[src/rtl/plab4_net_domain_pkg.sv]
// -----------------------------------------------------------------------------
// plab4_net_domain_pkg
// Shared definitions for the two-domain network ingress arbiter:
//   - domain encodings (D1 = 0, D2 = 1)
//   - reset value of the round-robin "last granted" register
//   - helper to turn a one-hot two-way grant into a domain index
// -----------------------------------------------------------------------------
package plab4_net_domain_pkg;

    localparam logic DOMAIN_D1 = 1'b0;
    localparam logic DOMAIN_D2 = 1'b1;

    // Resetting to D2 makes D1 the winner of the first tie after reset.
    localparam logic LAST_GRANT_RST = DOMAIN_D2;

    // grant[0] belongs to D1, grant[1] to D2; an all-zero grant maps to D1.
    function automatic logic grant_to_domain(input logic [1:0] grant);
        return grant[1] ? DOMAIN_D2 : DOMAIN_D1;
    endfunction

endpackage

[src/rtl/plab4_net_rr_arb2.sv]
// -----------------------------------------------------------------------------
// plab4_net_rr_arb2
// Two-requester round-robin arbiter. The grant is purely combinational from
// req and the last_grant register; last_grant only advances when the granted
// request is actually accepted (fire), so a stalled grant never rotates
// priority.
//
// Ports:
//   clk    in   clock, rising edge
//   reset  in   asynchronous active-low reset
//   req    in   [1:0] request vector (bit 0 = D1, bit 1 = D2)
//   fire   in   granted request was accepted this cycle
//   grant  out  [1:0] one-hot grant (or zero when nothing requests)
// -----------------------------------------------------------------------------
module plab4_net_rr_arb2
    import plab4_net_domain_pkg::*;
(
    input  logic       clk,
    input  logic       reset,
    input  logic [1:0] req,
    input  logic       fire,
    output logic [1:0] grant
);

    logic r_last_grant;

    always_comb begin
        grant = '0;
        unique case (req)
            2'b01:   grant = 2'b01;
            2'b10:   grant = 2'b10;
            // Tie: the domain that did not win last time goes first.
            2'b11:   grant = (r_last_grant == DOMAIN_D2) ? 2'b01 : 2'b10;
            default: grant = '0;
        endcase
    end

    always_ff @(posedge clk or negedge reset) begin
        if (!reset) begin
            r_last_grant <= LAST_GRANT_RST;
        end else if (fire) begin
            r_last_grant <= grant_to_domain(grant);
        end
    end

endmodule

[src/rtl/plab4_net_domain_arb.sv]
// -----------------------------------------------------------------------------
// plab4_net_domain_arb
// Merges the D1 and D2 ingress message streams into a single tagged stream.
// A one-entry registered slot sits on the output so out_val, out_msg_* and
// domain are pure register outputs; the slot can refill in the same cycle it
// drains, giving one message per cycle when out_rdy is held high.
//
// Parameters:
//   p_msg_cnbits  control-message width
//   p_msg_dnbits  data-message width
//
// Ports:
//   clk                in   clock, rising edge
//   reset              in   asynchronous active-low reset
//   in_val_d1/_d2      in   domain message valid
//   in_rdy_d1/_d2      out  domain message accepted this cycle
//   in_msg_control_dX  in   domain control payload
//   in_msg_data_dX     in   domain data payload
//   out_val            out  output slot holds a message
//   out_rdy            in   downstream accepts the message
//   out_msg_control    out  buffered control payload
//   out_msg_data       out  buffered data payload
//   domain             out  owner of the buffered message (0 = D1, 1 = D2)
// -----------------------------------------------------------------------------
module plab4_net_domain_arb
    import plab4_net_domain_pkg::*;
#(
    parameter int unsigned p_msg_cnbits = 32,
    parameter int unsigned p_msg_dnbits = 32
) (
    input  logic                    clk,
    input  logic                    reset,

    input  logic                    in_val_d1,
    output logic                    in_rdy_d1,
    input  logic [p_msg_cnbits-1:0] in_msg_control_d1,
    input  logic [p_msg_dnbits-1:0] in_msg_data_d1,

    input  logic                    in_val_d2,
    output logic                    in_rdy_d2,
    input  logic [p_msg_cnbits-1:0] in_msg_control_d2,
    input  logic [p_msg_dnbits-1:0] in_msg_data_d2,

    output logic                    out_val,
    input  logic                    out_rdy,
    output logic [p_msg_cnbits-1:0] out_msg_control,
    output logic [p_msg_dnbits-1:0] out_msg_data,
    output logic                    domain
);

    logic                    r_full;
    logic                    r_domain;
    logic [p_msg_cnbits-1:0] r_msg_control;
    logic [p_msg_dnbits-1:0] r_msg_data;

    logic [1:0]              w_req;
    logic [1:0]              w_grant;
    logic                    w_can_load;
    logic                    w_fire_d1;
    logic                    w_fire_d2;
    logic                    w_fire_in;
    logic                    w_drain;
    logic                    w_sel_domain;
    logic [p_msg_cnbits-1:0] w_sel_control;
    logic [p_msg_dnbits-1:0] w_sel_data;

    assign w_req = {in_val_d2, in_val_d1};

    plab4_net_rr_arb2 u_arb (
        .clk   (clk),
        .reset (reset),
        .req   (w_req),
        .fire  (w_fire_in),
        .grant (w_grant)
    );

    // An empty slot always loads; a full slot loads only while it drains.
    assign w_can_load = ~r_full | out_rdy;

    assign in_rdy_d1 = w_grant[0] & w_can_load;
    assign in_rdy_d2 = w_grant[1] & w_can_load;

    assign w_fire_d1 = in_val_d1 & in_rdy_d1;
    assign w_fire_d2 = in_val_d2 & in_rdy_d2;
    assign w_fire_in = w_fire_d1 | w_fire_d2;
    assign w_drain   = r_full & out_rdy;

    always_comb begin
        w_sel_domain  = grant_to_domain(w_grant);
        w_sel_control = w_grant[1] ? in_msg_control_d2 : in_msg_control_d1;
        w_sel_data    = w_grant[1] ? in_msg_data_d2    : in_msg_data_d1;
    end

    always_ff @(posedge clk or negedge reset) begin
        if (!reset) begin
            r_full        <= 1'b0;
            r_domain      <= DOMAIN_D1;
            r_msg_control <= '0;
            r_msg_data    <= '0;
        end else if (w_fire_in) begin
            // Covers both a plain fill and a simultaneous drain+fill.
            r_full        <= 1'b1;
            r_domain      <= w_sel_domain;
            r_msg_control <= w_sel_control;
            r_msg_data    <= w_sel_data;
        end else if (w_drain) begin
            // Scrub the slot so no stale payload or tag stays visible.
            r_full        <= 1'b0;
            r_domain      <= DOMAIN_D1;
            r_msg_control <= '0;
            r_msg_data    <= '0;
        end
    end

    assign out_val         = r_full;
    assign out_msg_control = r_msg_control;
    assign out_msg_data    = r_msg_data;
    assign domain          = r_domain;

endmodule

[config.mk]
export PLATFORM = sky130hd
export DESIGN_NAME = plab4_net_domain_arb
export DESIGN_NICKNAME = d
export VERILOG_FILES = /design/src/rtl/plab4_net_domain_pkg.sv /design/src/rtl/plab4_net_rr_arb2.sv /design/src/rtl/plab4_net_domain_arb.sv
export SDC_FILE = /design/constraint.sdc
export NUM_CORES = 1
export LEC_CHECK = 0
export ABC_CLOCK_PERIOD_IN_PS = 2780
export BUFFER_PORTS_ARGS = -buffer_cell sky130_fd_sc_hd__buf_2
export CORE_MARGIN = 1
export CORE_UTILIZATION = 47
export DETAILED_ROUTE_END_ITERATION = 10
export GPL_TIMING_DRIVEN = 0
export PLACE_DENSITY = 0.88
export SLEW_MARGIN = 15
export SYNTH_ARGS = -nofsm -noshare
export SYNTH_HDL_FRONTEND = slang
export SYNTH_SLANG_ARGS = --single-unit
[constraint.sdc]
create_clock -name clk -period 2.78 [get_ports clk]
set_clock_uncertainty 0.2 [all_clocks]
set_input_delay 0.278 -clock clk [delete_from_list [all_inputs] [get_ports clk]]
set_output_delay 0.278 -clock clk [all_outputs]
set_load 0.05 [all_outputs]
Yosys cells after proc, flatten, opt, wreduce, memory -nomap -nowiden:

Index checks and enable logic that the tools add are counted.

* output and inout port bits: 68
* register bits after elaboration: 67
* input port bits: 133
* word-level logic and storage cells: 28

* equal/unequal tests: 3
* reductions and logical operators: 1
* mux-type cells: 11
* bitwise gates (word level): 8

Operators with widths (number)
* $mux W32: 5
* $pmux W2 S3: 1
* $and A1 B1 Y1: 5
* $eq A2 B2 Y1 const B: 2
* $mux W1: 4
* $eq A2 B1 Y1 const B: 1
* $mux W2: 1
* $or A1 B1 Y1: 2
* $reduce_bool A2 Y1: 1
* $not A1 Y1: 1

Longest topological paths before layout:

* depth after elaboration: 6
* mapped depth: 6
* mapped depth without buffers: 3

Modules after synthesis:

A second synthesis with hierarchy kept.

* cell total of the unflattened synthesis: 231
* area total of the unflattened synthesis: 3089.2 µm²

Modules (own cells, without submodules)
* plab4_net_domain_arb: seq. area each 1651.6 µm², cells each 226, area each 3025.4 µm², times used 1
* plab4_net_rr_arb2: seq. area each 26.3 µm², cells each 5, area each 63.8 µm², times used 1

Least setup slack after synthesis:

No wires, ideal clock.

* kind: register to output
* start point: register r_full, in the netlist out_val
* end point: output port in_rdy_d1
* setup slack: 0.405 ns
* arrival time: 1.897 ns
* data required time: 2.302 ns
* path buffers: 2
* cell stages (with the launch flop): 5
* cell sequence: dfrtp_1 > and2b_1 > buf_2 > clkbuf_1 > nor2_1

* cells in the longest elaborated chain, start to end: 3

Ends and longest elaborated chain
* start, declared: RTL line plab4_net_domain_arb.sv:51 `logic r_full;`
* start signal, assigned: RTL line plab4_net_domain_arb.sv:96 `r_full <= 1'b0;`
* start signal, assigned: RTL line plab4_net_domain_arb.sv:102 `r_full <= 1'b1;`
* start signal, assigned: RTL line plab4_net_domain_arb.sv:108 `r_full <= 1'b0;`
* $not A1 Y1: RTL line plab4_net_domain_arb.sv:78 `assign w_can_load = ~r_full | out_rdy;`
* $or A1 B1 Y1: RTL line plab4_net_domain_arb.sv:78
* $and A1 B1 Y1: RTL line plab4_net_domain_arb.sv:80 `assign in_rdy_d1 = w_grant[0] & w_can_load;`
* end, declared: RTL line plab4_net_domain_arb.sv:35 `output logic in_rdy_d1,`

No other way between the ends.

Worst setup path after layout:

* start point: register u_arb.r_last_grant
* end point: output port in_rdy_d1

* cells in the longest elaborated chain, start to end: 3

Ends and longest elaborated chain
* start, declared: RTL line plab4_net_rr_arb2.sv:25 `logic r_last_grant;`
* start signal, assigned: RTL line plab4_net_rr_arb2.sv:42 `r_last_grant <= grant_to_domain(grant);`
* $mux W2: RTL line plab4_net_rr_arb2.sv:33 `2'b11: grant = (r_last_grant == DOMAIN_D2) ? 2'b01 : 2'b10;`
* $pmux W2 S3: RTL line plab4_net_rr_arb2.sv:29 `unique case (req)`
* $and A1 B1 Y1: RTL line plab4_net_domain_arb.sv:80

No other way between the ends.

==> reports/results.ini <==
[route]
routedWlPerCell_um = 15.3
detail_route.vias_per_cell = 5.52
num_vias = 3825
route.detailed.drc = 0
drt_pre_antenna_iters = 5
detail-route-antenna-nets = 0
drt_iter0_drc = 162
route.final.wire_length_mm = 10.6

[synth]
synth_cell_types = 20
ys_warn_count = 0
mappedNetlistArea_um2 = 3350
ys_seq_area_frac = 0.501
postSynthNetCount = 513
async_flop_share = 1.00
share_of_the_synthesized_area_in_the_top_cell_type = 0.494
netlist_top_cells_area = sky130_fd_sc_hd__dfrtp_1 49%, sky130_fd_sc_hd__o31ai_1 14%, sky130_fd_sc_hd__a21oi_1 9.9%, sky130_fd_sc_hd__nor2_1 7.3%, sky130_fd_sc_hd__o21ai_0 6.6%
synthCells = 380
syn-mean-instance-area_um2 = 8.80
ys_top_cells_by_count = 66 x sky130_fd_sc_hd__a21oi_1, 66 x sky130_fd_sc_hd__dfrtp_1, 65 x sky130_fd_sc_hd__nor2_1, 64 x sky130_fd_sc_hd__o31ai_1, 44 x sky130_fd_sc_hd__o21ai_0
yosys_most_used_dff = sky130_fd_sc_hd__dfrtp_1
ys_ff_latch = 67
yosys.area.top_type = sky130_fd_sc_hd__dfrtp_1
count_of_flip_flops_with_a_built_in_enable_after_synthesis = 0

[outcome]
outcome = completed

[sta]
slew_viol_final = 0
setup_repair_after_global_routing_missed_its_margin = false
postLayoutSetupSlackWorst_ns = 0.382
tightestPinTransition_ns = 0.496
max_freq_ghz = 0.417
fin_crit_ns = 2.40
worst_slew_margin_rel = 0.668
final-setup-viol-count = 0
timing.final.crit_share = 0.863
setup-tns-final_ns = 0
timing.final.hold_violations = 0

[place]
hpwl_mm = 7.91
gp_routability_congestion = 0.802
port_buffers = 199
pre_cts_ws_ns = 0.745

[setup_path]
crit_path_max_fanout = 10
crit_type = flop to primary output
start_kind = flop
cp_required_ns = 2.30
critical_path.endpoint_type = primary output
critPathArrivalTime_ns = 1.92

[grt]
grt_util_all_layers = 0.293
maximum_number_of_pins_on_one_net_before_global_route_repair = 36
number_of_antenna_violations_at_the_first_check_in_global_routing = 0
number_of_global_route_vias_before_repair = 3645
grt_pass1_wl_mm = 17.0
globalRoute.totalOverflow = 0

[cells_and_area]
n_antenna_cell = 0
num-nets-final = 725
area.growth.synth_to_final_pct = 40.1
layout-drive-gt1-share = 0.397

[die]
fp.dieH_um = 86.4
fp.coreArea_um2 = 6830
dieArea_um2 = 7460
fp-row-count = 30
initial_core_util = 0.490
die_width_um = 86.4
ios = 201

[clock_network]
cts.htree.levels = 3
tritoncts = done
cts-buffers-inserted = 9
cts_resized = 0
cts-root-buf = sky130_fd_sc_hd__clkbuf_8
worst_skew_pair.late_latency_ns = 0.33
cts.sinks = 67
clk_pin_slew_ns = 0.08
clock_path_buffers = 2

[power]
vdd_drop_max_mv = 0.286
p_leak_nw = 2.32
power_per_unit_of_standard_cell_area_nw_per_um2 = 665

[run]
maxCapViolCount = 0

[worst_hold_path]
holdCritPathClass = input pin to flop

-- registers in the layout (all words and copies together), names as in the netlist --
name and flops:
domain 1, out_msg_control 32, out_msg_data 32, out_val 1, u_arb.r_last_grant 1
-- layout by cell type (no fill, tap or decap), types with 2 or more instances in the layout --
cell,count
sky130_fd_sc_hd__buf_2,211
sky130_fd_sc_hd__a21oi_1,66
sky130_fd_sc_hd__dfrtp_1,66
sky130_fd_sc_hd__nor2_1,65
sky130_fd_sc_hd__o31ai_1,64
sky130_fd_sc_hd__o21ai_0,44
sky130_fd_sc_hd__clkbuf_1,23
sky130_fd_sc_hd__o21ai_1,21
sky130_fd_sc_hd__clkbuf_8,10
sky130_fd_sc_hd__buf_4,8
sky130_fd_sc_hd__clkinv_2,3
sky130_fd_sc_hd__nand2b_1,2
-- worst max-delay path, cell delays in order (launching register included) --
cell and delay, ns:
sky130_fd_sc_hd__dfstp_2 0.55, sky130_fd_sc_hd__nand2b_1 0.15, sky130_fd_sc_hd__clkbuf_1 0.37, sky130_fd_sc_hd__nand2_1 0.13, sky130_fd_sc_hd__nor2_1 0.12, sky130_fd_sc_hd__buf_2 0.28
-- through the flow --
step                      hold slack [ns]  power, mW  cells  instance area [µm²]  utilization
after floorplan                    -0.218       1.98    380                 3350            -
after detailed placement           0.0481       2.34    676                 4480        0.656
final                              0.0247       3.12    693                 4690        0.686
after CTS                          0.0151       3.13    693                 4690        0.686
after global routing               0.0255       3.26    693                 4690        0.686
after global placement              0.270       2.31    675                 4460        0.653
-- metal layers --
metal	up-vias	global-route usage	wire length [µm]	part of all wire
li1	1809	-	-	-
met1	1798	0.370	4440	0.42
met2	196	0.503	5250	0.49
met3	22	0.0486	722	0.068
met4	0	0.115	205	0.019
met5	-	0	0	0
-- power breakdown --
| group | switching, mW | leakage [nW] | internal, mW |
|---|---|---|---|
| Clock | 0.357 | 0.0991 | 0.434 |
| Combinational | 0.832 | 1.39 | 0.309 |
| Sequential | 0.0722 | 0.837 | 1.11 |
-- cell families after synthesis --
| family | Yosys count | share of synthesized area |
|---|---|---|
| buffers and inverters | 42 | 0.0598 |
| AO/OA/AOI/OAI | 199 | 0.349 |
| flip-flops | 67 | 0.501 |
| multiplexers | 1 | 0.00337 |
| AND/OR/NAND/NOR | 71 | 0.0868 |
-- layout make-up --
type / instances / area (µm²)
clock buffers: 11 / 141
plain buffers: 42 / 200
flip-flops and latches: 67 / 1680
fillers: 590 / 2140
well taps: 96 / 120
repair buffers: 201 / 1030
multi-input cells: 271 / 1470
clock inverters: 5 / 52.6
-- final timing paths --
| kind | cells after the start | slack (ns) | endpoint | startpoint |
|---|---|---|---|---|
| worst min-delay path | 3 | 0.02 | out_msg_control[14]$_DFFE_PN0P_ | in_msg_control_d1[14] |
| min in group asynchronous | 2 | 0.22 | out_msg_data[19]$_DFFE_PN0P_ | reset |
| worst min register to register | 2 | 0.30 | out_msg_data[16]$_DFFE_PN0P_ | out_msg_data[16]$_DFFE_PN0P_ |
| worst max register to register | 5 | 0.88 | out_msg_control[11]$_DFFE_PN0P_ | u_arb.r_last_grant$_DFFE_PN1P_ |
| max in group asynchronous | 3 | 1.62 | out_msg_data[15]$_DFFE_PN0P_ | reset |
| worst max-delay path | 5 | 0.38 | in_rdy_d1 | u_arb.r_last_grant$_DFFE_PN1P_ |
-- timing repair --
action	in CTS	in global routing
buffers inserted	0	0
endpoints found under the hold margin	31	0
setup endpoints to repair	0	0
hold buffers	1	0
Power figures use the tool's default switching activity.
